==> src/rtl/zmod_rx_lane_align.sv <==
// Receive-side word aligner and link monitor for the zmod LVDS loopback link.
// Optional lane timeout (lane_fail, slip counting) is built with ZMOD_ALIGN_TIMEOUT_EN.
module zmod_rx_lane_align #(
    parameter int               NLANE       = 4,
    parameter int               WIDTH       = 8,
    parameter logic [WIDTH-1:0] TRAIN_WORD  = 8'hA5,
    parameter int               MATCH_COUNT = 4,
    parameter int               LOSS_COUNT  = 8,
    parameter int               SLIP_WAIT   = 3,
    parameter int               MAX_SLIPS   = 16
) (
    input  logic                   clk,
    input  logic                   reset,
    input  logic                   din_valid,
    input  logic [NLANE*WIDTH-1:0] din,
    input  logic                   err_clear,
    output logic [NLANE-1:0]       bitslip,
    output logic [NLANE-1:0]       lane_locked,
    output logic                   all_locked,
    output logic [NLANE*16-1:0]    err_count
`ifdef ZMOD_ALIGN_TIMEOUT_EN
    ,
    output logic [NLANE-1:0]       lane_fail
`endif
);

    typedef enum logic [1:0] {
        ST_SEARCH = 2'd0,
        ST_SLIP   = 2'd1,
        ST_WAIT   = 2'd2,
        ST_LOCKED = 2'd3
    } state_t;

    localparam logic [7:0] MATCH_LAST = 8'(MATCH_COUNT - 1);
    localparam logic [7:0] LOSS_LAST  = 8'(LOSS_COUNT - 1);
    localparam logic [3:0] WAIT_LOAD  = 4'(SLIP_WAIT);

    for (genvar l = 0; l < NLANE; l++) begin : g_lane
        state_t      state_r, state_s;
        logic [7:0]  match_cnt_r, match_cnt_s;
        logic [7:0]  miss_cnt_r, miss_cnt_s;
        logic [3:0]  wait_cnt_r, wait_cnt_s;
        logic [15:0] err_cnt_r;
        logic        slip_r, locked_r;
        logic        err_inc_s, slip_inc_s, slip_clr_s, match_s;

        assign match_s = (din[l*WIDTH +: WIDTH] == TRAIN_WORD);

        // Next-state and counter updates for one lane
        always_comb begin
            state_s     = state_r;
            match_cnt_s = match_cnt_r;
            miss_cnt_s  = miss_cnt_r;
            wait_cnt_s  = wait_cnt_r;
            err_inc_s   = 1'b0;
            slip_inc_s  = 1'b0;
            slip_clr_s  = 1'b0;
            case (state_r)
                ST_SEARCH: begin
                    if (!din_valid) begin
                        state_s = ST_SEARCH;
                    end else if (match_s) begin
                        if (match_cnt_r == MATCH_LAST) begin
                            state_s     = ST_LOCKED;
                            match_cnt_s = 8'd0;
                            miss_cnt_s  = 8'd0;
                            slip_clr_s  = 1'b1;
                        end else begin
                            match_cnt_s = match_cnt_r + 8'd1;
                        end
                    end else begin
                        match_cnt_s = 8'd0;
                        state_s     = ST_SLIP;
                    end
                end
                ST_SLIP: begin
                    wait_cnt_s = WAIT_LOAD;
                    slip_inc_s = 1'b1;
                    state_s    = ST_WAIT;
                end
                ST_WAIT: begin
                    // din is ignored here; the deserializer output is settling
                    if (wait_cnt_r <= 4'd1) begin
                        wait_cnt_s = 4'd0;
                        state_s    = ST_SEARCH;
                    end else begin
                        wait_cnt_s = wait_cnt_r - 4'd1;
                    end
                end
                ST_LOCKED: begin
                    if (!din_valid) begin
                        state_s = ST_LOCKED;
                    end else if (match_s) begin
                        miss_cnt_s = 8'd0;
                    end else begin
                        err_inc_s = 1'b1;
                        if (miss_cnt_r == LOSS_LAST) begin
                            state_s     = ST_SEARCH;
                            miss_cnt_s  = 8'd0;
                            match_cnt_s = 8'd0;
                            slip_clr_s  = 1'b1;
                        end else begin
                            miss_cnt_s = miss_cnt_r + 8'd1;
                        end
                    end
                end
                default: begin
                    state_s = ST_SEARCH;
                end
            endcase
        end

        // Lane state, counters and registered lane outputs
        always_ff @(posedge clk or posedge reset) begin
            if (reset) begin
                state_r     <= ST_SEARCH;
                match_cnt_r <= 8'd0;
                miss_cnt_r  <= 8'd0;
                wait_cnt_r  <= 4'd0;
                err_cnt_r   <= 16'd0;
                slip_r      <= 1'b0;
                locked_r    <= 1'b0;
            end else begin
                state_r     <= state_s;
                match_cnt_r <= match_cnt_s;
                miss_cnt_r  <= miss_cnt_s;
                wait_cnt_r  <= wait_cnt_s;
                slip_r      <= (state_r == ST_SLIP);
                locked_r    <= (state_r == ST_LOCKED);
                if (err_clear) begin
                    err_cnt_r <= 16'd0;
                end else if (err_inc_s && (err_cnt_r != 16'hFFFF)) begin
                    err_cnt_r <= err_cnt_r + 16'd1;
                end
            end
        end

        assign bitslip[l]           = slip_r;
        assign lane_locked[l]       = locked_r;
        assign err_count[l*16 +: 16] = err_cnt_r;

`ifdef ZMOD_ALIGN_TIMEOUT_EN
        localparam logic [4:0] FAIL_AT = 5'(MAX_SLIPS - 1);
        logic [4:0] slip_cnt_r;
        logic       fail_r;

        // Saturating slip count; lane_fail latches until err_clear or reset
        always_ff @(posedge clk or posedge reset) begin
            if (reset) begin
                slip_cnt_r <= 5'd0;
                fail_r     <= 1'b0;
            end else begin
                if (slip_clr_s) begin
                    slip_cnt_r <= 5'd0;
                end else if (slip_inc_s && (slip_cnt_r != 5'd31)) begin
                    slip_cnt_r <= slip_cnt_r + 5'd1;
                end
                if (err_clear) begin
                    fail_r <= 1'b0;
                end else if (slip_inc_s && (slip_cnt_r >= FAIL_AT)) begin
                    fail_r <= 1'b1;
                end
            end
        end

        assign lane_fail[l] = fail_r;
`else
        logic slip_unused_s;
        assign slip_unused_s = slip_inc_s | slip_clr_s | (MAX_SLIPS == 0);
`endif
    end

    // Registered AND of the per-lane lock flags
    always_ff @(posedge clk or posedge reset) begin
        if (reset) begin
            all_locked <= 1'b0;
        end else begin
            all_locked <= &lane_locked;
        end
    end

endmodule
==> config.mk <==
export PLATFORM = sky130hd
export DESIGN_NAME = zmod_rx_lane_align
export DESIGN_NICKNAME = d
export VERILOG_FILES = /design/src/rtl/zmod_rx_lane_align.sv
export SDC_FILE = /design/constraint.sdc
export NUM_CORES = 1
export LEC_CHECK = 0
export BUFFER_PORTS_ARGS = -buffer_cell sky130_fd_sc_hd__buf_2
export CAP_MARGIN = 20
export CELL_PAD_IN_SITES_DETAIL_PLACEMENT = 0
export CELL_PAD_IN_SITES_GLOBAL_PLACEMENT = 1
export CORE_MARGIN = 5
export CORE_UTILIZATION = 32
export CTS_BUF_LIST = sky130_fd_sc_hd__clkbuf_16
export CTS_CLUSTER_SIZE = 8
export DETAILED_ROUTE_END_ITERATION = 10
export MAX_ROUTING_LAYER = met4
export PLACE_DENSITY = 0.63
export SYNTH_ARGS = -nofsm -noshare
export SYNTH_HDL_FRONTEND = slang
export SYNTH_SLANG_ARGS = --single-unit
==> constraint.sdc <==
create_clock -name clk -period 4.45 [get_ports clk]
set_input_delay 0.445 -clock clk [delete_from_list [all_inputs] [get_ports clk]]
set_output_delay 0.445 -clock clk [all_outputs]
set_load 0.01 [all_outputs]
# Word-level counts from Yosys, hierarchy flattened

Index checks and enable logic that the tools add are counted.

Multiply operators: 0
Add/sub/neg operators: 16
Order comparisons: 4
Equal/unequal tests: 68
Divide/modulo/power cells: 0
Reductions and logical operators: 33
Multiplexer cells: 116
Bitwise operators: 0
Shift-type cells: 0

Operators with widths:

| cell                                                           | number |
|---|---|
| 2-to-1 mux 8 bit                                               | 48 |
| 2-to-1 mux 16 bit                                              | 8 |
| one-hot mux 8 bit (2 select lines)                             | 8 |
| adder 16 x 1 -> 16 bit, second input constant                  | 4 |
| adder 8 x 1 -> 8 bit, second input constant                    | 8 |
| inequality test 16 bit, second input constant                  | 4 |
| 2-to-1 mux 2 bit                                               | 28 |
| inequality test 2 bit, second input constant                   | 28 |
| AND reduction 5 bit                                            | 8 |
| equality test 8 x 2 -> 1 bit, second input constant            | 4 |
| equality test 8 x 3 -> 1 bit, second input constant            | 4 |
| equality test 8 bit, second input constant                     | 4 |
| one-hot mux 2 bit (4 select lines)                             | 4 |
| one-hot mux 4 bit (2 select lines)                             | 4 |
| inequality test 3 bit, second input constant                   | 8 |
| nonzero test 2 bit                                             | 12 |
| AND reduction 4 bit                                            | 5 |
| equality test 2 bit, second input constant                     | 8 |
| less-or-equal comparator 4 x 1 -> 1 bit, second input constant | 4 |
| 2-to-1 mux 4 bit                                               | 4 |
| inequality test 4 bit, second input constant                   | 4 |
| subtractor 4 x 1 -> 4 bit, second input constant               | 4 |
| 2-to-1 mux 1 bit                                               | 12 |
| equality test 2 x 1 -> 1 bit, second input constant            | 4 |
| other kinds (2)                                                | 8 |

Memories: 0
Bits in latches: 0
Register bits: 161
Memory bits (read-only): 0
Word-level logic and storage cells: 266
Bits in writable memories: 0

# Longest topological paths before layout

Gate-level depths: netlist of run 1.

Word-level depth: 7
Mapped depth: 8

# Worst setup path before layout of run 1

No wires, ideal clock.

Path kind: register to register
Start point: reg g_lane[2].match_cnt_r[3]
End point: reg g_lane[2].match_cnt_r[4]
Buffers on the path: 1
Data required time: 4.326 ns
Stages on the path, launching flop included: 7
Setup time: 0.124 ns
Period minus slack after synthesis: 2.072 ns
Arrival time: 1.948 ns
Setup slack: 2.378 ns
Path through: dfrtp_1 > or4_1 > or4_4 > or4b_1 > buf_6 > nor3_1 > a211o_1

Word-level cells in the longest chain between the ends: 5
Elaborated cells between the ends (all ways): 6

Ends and longest elaborated chain:

| what                                                                        | line   | source |
|---|---|---|
| start: declaration                                                          | 40     | `logic [7:0] match_cnt_r, match_cnt_s;` |
| start signal: assignment                                                    | 125    | `match_cnt_r <= match_cnt_s;` |
| adder 8 x 1 -> 8 bit / equality test 8 x 2 -> 1 bit (equally long branches) | 69, 63 |  |
| 2-to-1 mux 8 bit *                                                          | 63     | `if (match_cnt_r == MATCH_LAST) begin` |
| 2-to-1 mux 8 bit *                                                          | 62     | `end else if (match_s) begin` |
| 2-to-1 mux 8 bit *                                                          | 60     | `if (!din_valid) begin` |
| one-hot mux 8 bit (2 select lines) *                                        | 58     | `case (state_r)` |

Mark *: on every way between the ends. The rest lies on a longest branch, timed or not. The select of a mux whose other input is x is not followed.
A chain may end at the register's enable or synchronous reset.

# Final worst setup path of run 1

Start point: reg g_lane[1].state_r[0]
End point: reg g_lane[1].err_cnt_r[15]

Word-level cells in the longest chain between the ends: 4

Ends and longest elaborated chain:

| what                         | line | source |
|---|---|---|
| start: declaration           | 39   | `state_t state_r, state_s;` |
| start signal: assignment     | 124  | `state_r <= state_s;` |
| equality test 2 bit          | 58   |  |
| 2-to-1 mux 1 bit             | 58   |  |
| logical AND 1 bit            | 132  | `end else if (err_inc_s && (err_cnt_r != 16'hFFFF)) begin` |
| nonzero test 2 bit (no line) | --   |  |
| end signal: assignment       | 133  | `err_cnt_r <= err_cnt_r + 16'd1;` |
| end: declaration             | 43   | `logic [15:0] err_cnt_r;` |

Every way passes these cells.

==> results.txt, run 1 <==
global-route wire length before repair = 39000 um
total CTS buffers = 17
P_leak = 0.00490 uW
Antenna Nets Post-Route = 0
final worst path period share = 54.0%
EDFF count, synth = 0
area delta synth->final = 15.7%
Tot GR Track Use = 14.6%
slowest CP cell = or4b_1
WP data arrival = 2750 ps
Max FO, Critical Path = 13
maximum clock frequency = 416 MHz
min-delay worst type = input pin to async pin
final hold vios = 0
clock sink total = 161
skew final = 14.1 ps
dpl hpwl = 16300 um
synthesis warning total = 0
TNS Setup = 0 ps
Detailed Routing Iterations Pass 1 = 4
GPL Wtd Cong = 0.798
Die ar. = 32400 um2
total number of vias = 7610
Seq cells post-synth = 161
Initial Util = 32.3%
Clock Pin Slew Worst Setup and Hold Paths = 70 ps
total power = 4130 uW
max-slew violations = 0
filler instances = 2924
most common flop cell mapped by yosys = dfrtp_1
final WL = 22900 um
TritonCTS clock tree = done
cts hold-fix bufs = 0
Post-synth ARST share = 100%
synth unique cells = 65
critical-path cell list = ha_1 -> and4_1 -> or4b_1 -> or4_1 -> nand2_1
WP data required = 4800 ps
synthesized cell area = 9240 um2
net count after synthesis = 1068
post-synthesis sequential area ratio = 43.6%
H-tree Lvls = 4
startpoint types = flop
Chip Height = 180 um
syn_area_per_cell = 9.38 um2
layout cells sized above 1 = 15.3%
post-synth top area share = 43.6%
Post-route DRC = 0
clock latency at the later pin of the worst-skew pair = 420 ps
largest area contributor in the netlist = dfrtp_1
most common cell after layout, fill and taps aside = dfrtp_1
Layout Nets = 1164
Post-Synthesis Cells = 985
CP endpoint kind = flop
status = finished, final reports clean
P per Cell Area = 386 nW/um2
initial antenna violation count = 0
largest cells by area after synthesis = dfrtp_1, ha_1, o21ai_0, xnor2_1, nand2_1
# resized after CTS = 0
root buf cell = clkbuf_16
Top-Level Pins = 109
Largest stage delay, worst path = 540 ps
kind of critical path = flop to flop
Post-CTS Setup Bufs = 0
max-cap violations = 0
RSZ-0062 raised after global routing = false
Core ar. = 28600 um2
Max VDD drop = 198 uV
crit path time final = 2400 ps
Final Core Density = 37.3%
Clock Path Buffers = 2
1st-iter DRT viols = 473
Avg WL per Cell = 15.5 um
actual slew at the worst max-slew pin = 1020 ps
Slew headroom = 32.0%
count of final setup violators = 0
Avg Vias per Cell = 5.15
ant diodes = 0
most frequent cells in the layout = dfrtp_1, buf_2, nand2_1, nor2_1, o21ai_0
DIE WIDTH = 180 um
FP Rows = 62
vias in the first global route = 7483
largest net degree at the start of global routing = 110
grt ovf = 0
# port buffers = 108
cell families (layout without fill, tap and decap cells):
group / after synthesis / count (layout) / synth area share [%]
mux: 17 / 17 / 2.00
buf+inv: 70 / 179 / 3.28
flops: 161 / 161 / 43.6
simple gates: 423 / 423 / 24.6
fa+ha+maj: 47 / 47 / 6.37
xor+xnor: 48 / 48 / 4.55
compound gates: 219 / 219 / 15.6
critical path, delay by kind of cell, from the launching register on:
kind | cells | cell delay (ps)
AND/OR/NAND/NOR | 4 | 1420
adder cells (fa/ha/maj) | 1 | 510
flip-flops | 1 | 390
cells in the mapped netlist, drive strengths merged (4+ instances only):
cell type and n:
dfrtp 161, o31ai 8, nand2b 13, a21o 20
a2111oi 5, o311ai 5, xor2 9, nor2b 9
xnor2 39, mux2 12, a211oi 10, a31oi 5
a32o 8, nor3b 16, nand2 85, clkbuf 23
and4bb 7, and4 9, and3 33, a211o 4
nor4 15, nor3 35, o22a 4, o211ai 5
nand3 52, ha 47, nor2 81, or4 11
buf 13, nand4 20, nor4b 4, or3 14
o21ai 88, o22ai 5, inv 34, a21oi 31
mux2i 5, or2 5
path summary, 6_finish.rpt:
| path | cells past startpoint | startpoint | endpoint | slack, ps |
|---|---|---|---|---|
| hold / removal | 2 | reset | g_lane[0].wait_cnt_r[3] | 80 |
| min in group clk | 1 | g_lane[1].miss_cnt_r[7] | g_lane[1].miss_cnt_r[7] | 470 |
| hold reg to reg | 1 | g_lane[1].miss_cnt_r[7] | g_lane[1].miss_cnt_r[7] | 470 |
| max in group asynchronous | 3 | reset | g_lane[2].err_cnt_r[13] | 3390 |
| setup reg to reg | 5 | g_lane[1].state_r[0] | g_lane[1].err_cnt_r[15] | 2050 |
| setup / recovery | 5 | g_lane[1].state_r[0] | g_lane[1].err_cnt_r[15] | 2050 |
routing by layer:
layer	global-route usage (%)	share of wire (%)	vias up
met5	-	0	-
met1	19.4	49	3675
met4	3.72	1.5	0
met3	2.61	3.2	17
met2	23.3	47	120
li1	-	-	3798
where the power goes:
group          internal [uW]  total [uW]  switching, uW
Sequential              1610        1750            139
Clock                    814        1420            607
Combinational            377         955            579
state kept, by name, summed over array words and instances (netlist names):
register            cells
g_lane.wait_cnt_r      16
all_locked              1
g_lane.err_cnt_r       64
g_lane.state_r          8
g_lane.locked_r         4
g_lane.slip_r           4
g_lane.miss_cnt_r      32
g_lane.match_cnt_r     32
final cells by class:
cell class / count / area [um2] / share of cell area (%)
repair buffers: 113 / 586 / 5.48
inverters: 34 / 131 / 1.23
clock buffers: 17 / 425 / 3.98
clock inverters: 15 / 130 / 1.22
flip-flops and latches: 161 / 4030 / 37.7
multi-input cells: 754 / 4900 / 45.9
well taps: 384 / 480 / 4.50
metrics by stage:
step,setup WS [ps],instances,hold slack (ps),cell area [um2]
6_report,2050,1478,84.2,10700
5_1_grt,1880,1478,127,10700
4_1_cts,2040,1477,98.7,10700
3_5_place_dp,2020,1445,467,10100
3_3_place_gp,1960,1444,470,10100
2_1_floorplan,1960,985,437,9240
(Power assumes the default switching activity.)
==> run 2, diff against run 1 <==
clock period = 2.1 ns   (was 4.45 ns; I/O delays follow)
==> run 2 against run 1 <==
Design area is 7.4% higher. The flow now finishes with violations (negative setup slack). Register-to-register slack got worse by 2100 ps. Highest routed layer unchanged. Critical path depth increased by 1. Worst setup slack worse by 2100 ps.
==> results.txt, run 2 (synthesized netlist as in run 1, its figures left out) <==
sequential cell area = 4030 um2 (unchanged)
H-tree Lvls = 4 (unchanged)
# port buffers = 108 (unchanged)
max-cap violations = 0 (unchanged)
met3 usage = 3.05% (+0.44 points)
final non-filler cell total = 1560 (+5.5%)
filler instances = 2883 (-1.4%)
clock latency at the later pin of the worst-skew pair = 420 ps (about the same)
min-delay worst type = input pin to flop
Top-Level Pins = 109 (unchanged)
TNS Setup = -162 ps (-162 ps)
most frequent cells in the layout = dfrtp_1, buf_2, nand2_1, buf_4, nor2_1
R2R depth = 6 (+1)
Slew headroom = 53.1% (+21 points)
Layout Nets = 1249 (+7.3%)
Max VDD drop = 466 uV (+140%)
crit path time final = 2160 ps (-245 ps)
Initial Util = 32.3% (unchanged)
Chip Height = 180 um (unchanged)
WHS Path Cells = 4
P per Cell Area = 781 nW/um2 (+100%)
maximum clock frequency = 464 MHz (+11%)
total number of vias = 7894 (+3.7%)
Avg WL per Cell = 15.1 um (-2.6%)
global-route wire length before repair = 39600 um (+1.5%)
post-route cell area = 11500 um2 (+7.4%)
area occupied by multi-input gates = 5020 um2 (+2.4%)
kind of critical path = flop to flop
largest net degree at the start of global routing = 126 (+15%)
Post-route DRC = 0 (unchanged)
clock sink total = 161 (unchanged)
worst setup margin = -57.0 ps (-2100 ps)
CP endpoint kind = flop
Clock Path Buffers = 2 (unchanged)
WP data required = 2460 ps (-2340 ps)
Tot GR Track Use = 14.9% (+0.25 points)
met1 Use GR = 19.2% (-0.26 points)
biggest regs = g_lane.err_cnt_r (64), g_lane.match_cnt_r (32), g_lane.miss_cnt_r (32)
Detailed Routing Iterations Pass 1 = 6 (+2)
WP data arrival = 2520 ps (-230 ps)
vias in the first global route = 7813 (+4.4%)
M2 GR Usage = 24.2% (+0.97 points)
dpl ws = -62.6 ps (-2080 ps)
total power = 8970 uW (+120%)
dpl hpwl = 17200 um (+5.9%)
Clock Pin Slew Worst Setup and Hold Paths = 60 ps (about the same)
Largest Register = g_lane.err_cnt_r
1st-iter DRT viols = 380 (-20%)
layout cells sized above 1 = 23.6% (+8.4 points)
Antenna Nets Post-Route = 0 (unchanged)
Cells after DPL = 1527 (+5.7%)
most common cell after layout, fill and taps aside = dfrtp_1
final hold vios = 0 (unchanged)
FP Rows = 62 (unchanged)
GPL Wtd Cong = 0.792 (-0.74%)
DIE WIDTH = 180 um (unchanged)
max-slew violations = 0 (unchanged)
busiest grt layer = met2
total CTS buffers = 17 (unchanged)
placed inst area = 10800 um2 (+6.2%)
P_leak = 0.00534 uW (+8.9%)
count of final setup violators = 8 (+8)
number of flip-flops in the largest register = 64 (unchanged)
startpoint types = flop
area delta synth->final = 24.3%
final WL = 23600 um (+2.8%)
skew final = 9.16 ps (-4.89 ps)
TritonCTS clock tree = done
Avg Vias per Cell = 5.06 (-1.7%)
initial antenna violation count = 0 (unchanged)
root buf cell = clkbuf_16
ant diodes = 0 (unchanged)
status = complete, but fails checks
Max FO, Critical Path = 4 (-9)
grt ovf = 0 (unchanged)
final worst path period share = 103% (+49 points)
Die ar. = 32400 um2 (unchanged)
actual slew at the worst max-slew pin = 703 ps (-316 ps)
violated checks = negative setup slack
RSZ-0062 raised after global routing = true
Core ar. = 28600 um2 (unchanged)
run 2: what timing repair did:
item                                   CTS  global route
pin swaps                                5            11
hold buffers                             1             0
setup endpoints to repair               10            32
endpoints found under the hold margin   36             0
buffers inserted                         0             2
gates resized for setup                  1            36
cloned                                   0             1
run 2: where the power goes:
part           total (uW)  internal [uW]  switching, uW
Sequential           3700           3410            283
Clock                2980           1720           1260
Combinational        2290            978           1320
run 2: worst paths after layout:
| path | end | from | slack, ps |
|---|---|---|---|
| setup / recovery | g_lane[0].miss_cnt_r[7] | g_lane[0].match_cnt_r[5] | -60 |
| hold / removal | g_lane[3].state_r[0] | din_valid | 300 |
| setup reg to reg | g_lane[0].miss_cnt_r[7] | g_lane[0].match_cnt_r[5] | -60 |
| hold reg to reg | g_lane[1].miss_cnt_r[7] | g_lane[1].miss_cnt_r[7] | 490 |
| max in group asynchronous | g_lane[3].err_cnt_r[9] | reset | 1020 |
| min in group asynchronous | g_lane[3].locked_r | reset | 510 |
run 2: final cells by class:
type	instances	area share, %
multi-input cells	754	43.8
flip-flops and latches	161	35.1
inverters	34	1.14
clock inverters	12	1.07
repair buffers	198	11.0
well taps	384	4.18
clock buffers	17	3.70
run 2: worst max-delay path: stages (launching register included):
cell       delay (ps)
dfrtp_1           380
or4_4             530
or3_4             350
o32ai_4           330
clkbuf_16         210
nor4bb_2          200
a21o_1            120
run 2: stage by stage:
stage | util (%) | hold slack (ps)
floorplan | - | 375
global placement | 37.6 | 412
detailed placement | 37.6 | 420
CTS | 39.5 | 281
global route | 40.1 | 330
finish | 40.1 | 303
run 2: layer usage:
metal | vias to the layer above | share of wire, %
met4 | 0 | 1.3
met2 | 115 | 48
met3 | 14 | 3.5
li1 | 3949 | -
met1 | 3816 | 47
met5 | - | 0
==> run 3, diff against run 2 <==
ABC_AREA = 1   (was unset)
PLACE_DENSITY = 0.66   (was 0.63)
==> run 3 against run 2 <==
The run now ends clean. Clock power is 20% higher. Sequential cell count is the same. Die area grew 18%. Critical path type unchanged. Critical endpoint is now g_lane[0].err_cnt_r[4]. Largest cell class unchanged. Highest routed layer unchanged.
==> results.txt, run 3 <==
final hold vios = 0 (unchanged)
placed inst area = 11900 um2 (+11%)
synth unique cells = 38 (-42%)
Largest Register = g_lane.err_cnt_r
Clock Path Buffers = 2 (unchanged)
biggest regs = g_lane.err_cnt_r (64), g_lane.match_cnt_r (32), g_lane.miss_cnt_r (32)
max-slew violations = 0 (unchanged)
Detailed Routing Iterations Pass 1 = 5 (-1)
Tot GR Track Use = 14.9% (about the same)
cts hold-fix bufs = 1 (unchanged)
total CTS buffers = 17 (unchanged)
syn_area_per_cell = 7.20 um2 (-23%)
Post-Synthesis Cells = 1522 (+55%)
total number of vias = 9834 (+25%)
CP Buf/Inv Count = 1 (unchanged)
WP data arrival = 2130 ps (-390 ps)
Antenna Nets Post-Route = 0 (unchanged)
Min-Delay Startpoint = din[14]
vias in the first global route = 9364 (+20%)
filler instances = 3582 (+24%)
P per Cell Area = 690 nW/um2 (-12%)
critical-path cell list = ha_1 -> inv_1 -> nor2_2 -> nand3_4 -> nand3_1 -> nand2_1
area delta synth->final = 14.9%
DIE WIDTH = 195 um (+8.4%)
Die ar. = 38000 um2 (+18%)
top-count cell post-synth = nand2_1
Avg Vias per Cell = 4.73 (-6.6%)
R2R Setup Slk = 290 ps (+340 ps)
post-route cell area = 12600 um2 (+9.7%)
FF-to-FF End = g_lane[0].err_cnt_r[4]
Max FO, Critical Path = 16 (+12)
Max VDD drop = 622 uV (+33%)
CP endpoint kind = flop
GPL Wtd Cong = 0.791 (about the same)
post-synthesis sequential area ratio = 36.8% (-6.8 points)
kind of critical path = flop to flop
WP data required = 2420 ps (-40 ps)
final WL = 27100 um (+15%)
Chip Height = 195 um (+8.4%)
startpoint types = flop
clock sink total = 161 (unchanged)
ant diodes = 0 (unchanged)
Layout Nets = 1704 (+36%)
P_leak = 0.00637 uW (+19%)
# port buffers = 108 (unchanged)
most common flop cell mapped by yosys = dfrtp_1
Synth top cells by count = nand2_1, nand3_1, inv_1
FP Rows = 67 (+8.1%)
Post-route DRC = 0 (unchanged)
number of flip-flops in the largest register = 64 (unchanged)
Seq cells post-synth = 161 (unchanged)
hold-critical path endpoint = g_lane[1].match_cnt_r[5]
largest net degree at the start of global routing = 78 (-38%)
dpl hpwl = 19400 um (+13%)
min-delay worst type = input pin to flop
skew final = 10.9 ps (+1.69 ps)
global-route wire length before repair = 46600 um (+18%)
synthesis warning total = 0 (unchanged)
post-synth top area share = 36.8% (-6.8 points)
area occupied by multi-input gates = 5950 um2 (+18%)
max-cap violations = 0 (unchanged)
TNS Setup = 0 ps (+162 ps)
Avg WL per Cell = 13.0 um (-14%)
most frequent cells in the layout = nand2_1, nand3_1, inv_1, dfrtp_1, nor2_1
Cells after DPL = 2049 (+34%)
synthesized cell area = 11000 um2 (+19%)
sequential cell area = 4030 um2 (unchanged)
most common cell after layout, fill and taps aside = nand2_1
layout cells sized above 1 = 14.2% (-9.4 points)
initial antenna violation count = 0 (unchanged)
total power = 8680 uW (-3.2%)
net count after synthesis = 1605 (+50%)
Largest stage delay, worst path = 440 ps (-90 ps)
Initial Util = 32.5% (+0.25 points)
WHS Path Cells = 6 (+2)
Critical R2R Launch = g_lane[0].state_r[0]
Slew headroom = 69.6% (+16 points)
H-tree Lvls = 4 (unchanged)
count of final setup violators = 0 (-8)
largest cells by area after synthesis = dfrtp_1, nand2_1, nand3_1, inv_1, ha_1
# resized after CTS = 0 (-1)
R2R depth = 6 (unchanged)
Post-synth ARST share = 100% (unchanged)
clock latency at the later pin of the worst-skew pair = 430 ps (about the same)
crit path time final = 1810 ps (-344 ps)
Core ar. = 33700 um2 (+18%)
Final Core Density = 37.4% (-2.7 points)
actual slew at the worst max-slew pin = 455 ps (-248 ps)
final worst path period share = 86.3% (-16 points)
RSZ-0062 raised after global routing = false
final non-filler cell total = 2081 (+33%)
EDFF count, synth = 0 (unchanged)
Post-CTS Setup Bufs = 0 (unchanged)
largest area contributor in the netlist = dfrtp_1
grt ovf = 0 (unchanged)
maximum clock frequency = 552 MHz (+19%)
root buf cell = clkbuf_16
Top-Level Pins = 109 (unchanged)
critical path's top delay family = simple AND/OR/NAND/NOR gates
1st-iter DRT viols = 504 (+33%)
slowest CP cell = ha_1
Clock Pin Slew Worst Setup and Hold Paths = 70 ps (about the same)
status = finished, final reports clean
TritonCTS clock tree = done
[run 3: changes by cell type after synthesis, sizes merged, moves of 14 or more]
cell   previous run  this run
and3             33         1
xor2              9        46
or3              14         0
nor3b            16         0
nor2             81       156
a21o             20         0
nand3            52       242
buf              13        36
nand2            85       439
inv              34       175
nand4            20        60
xnor2            39         4
o21ai            88        72
nor4             15         0
[run 3: kinds of logic after synthesis]
group                      Yosys count  synth area share (%)
xor gates and xnor gates            50                  4.00
DFF                                161                  36.8
buffers and inverters              222                  8.96
adders and majority gates           47                  5.37
AOI/OAI and AO/OA                  111                  5.42
and+or+nand+nor                    931                  39.5
[run 3: final cells by class]
class | count | share of cell area [%]
inverters | 176 | 5.30
clock buffers | 17 | 3.38
clock inverters | 14 | 1.90
well taps | 448 | 4.45
multi-input cells | 1139 | 47.2
repair buffers | 126 | 5.78
flip-flops and latches | 161 | 32.0
[run 3: how the worst max path moves through the flow]
stage,start,endpoint,slack (ps),cells past startpoint
6_report,g_lane[0].state_r[0],g_lane[0].err_cnt_r[4],290,6
5_1_grt,g_lane[0].state_r[0],g_lane[0].err_cnt_r[5],40,6
3_5_place_dp,g_lane[0].state_r[1],g_lane[0].err_cnt_r[8],250,6
4_1_cts,g_lane[0].state_r[0],g_lane[0].err_cnt_r[12],250,6
2_1_floorplan,reset,all_locked,-150,1
3_3_place_gp,g_lane[0].state_r[0],g_lane[0].err_cnt_r[1],310,6
[run 3: per-stage QoR]
step	setup slack [ps]	hold slack [ps]
after global routing	40.6	248
after detailed placement	255	194
after global placement	308	191
after floorplan	-153	470
final	288	241
after CTS	254	220
[run 3: per-layer routing]
layer / track usage [%] / vias up / share of wire (%)
li1: - / 5128 / -
met1: 20.6 / 4530 / 51
met2: 23.0 / 158 / 45
met3: 2.52 / 18 / 3.4
met4: 3.21 / 0 / 1.0
met5: - / - / 0
[run 3: power breakdown]
part / leakage, uW / internal [uW] / switching [uW] / total, uW
Sequential: 0.00220 / 3300 / 188 / 3490
Combinational: 0.00386 / 510 / 1110 / 1620
Clock: 0.000322 / 2230 / 1350 / 3580
[run 3: worst min-delay path, cell delays in order]
cell     delay [ps]
buf_2            70
nor2_1           30
nand3_1         100
nor2_4           80
nand4_1          80
o21ai_1          60
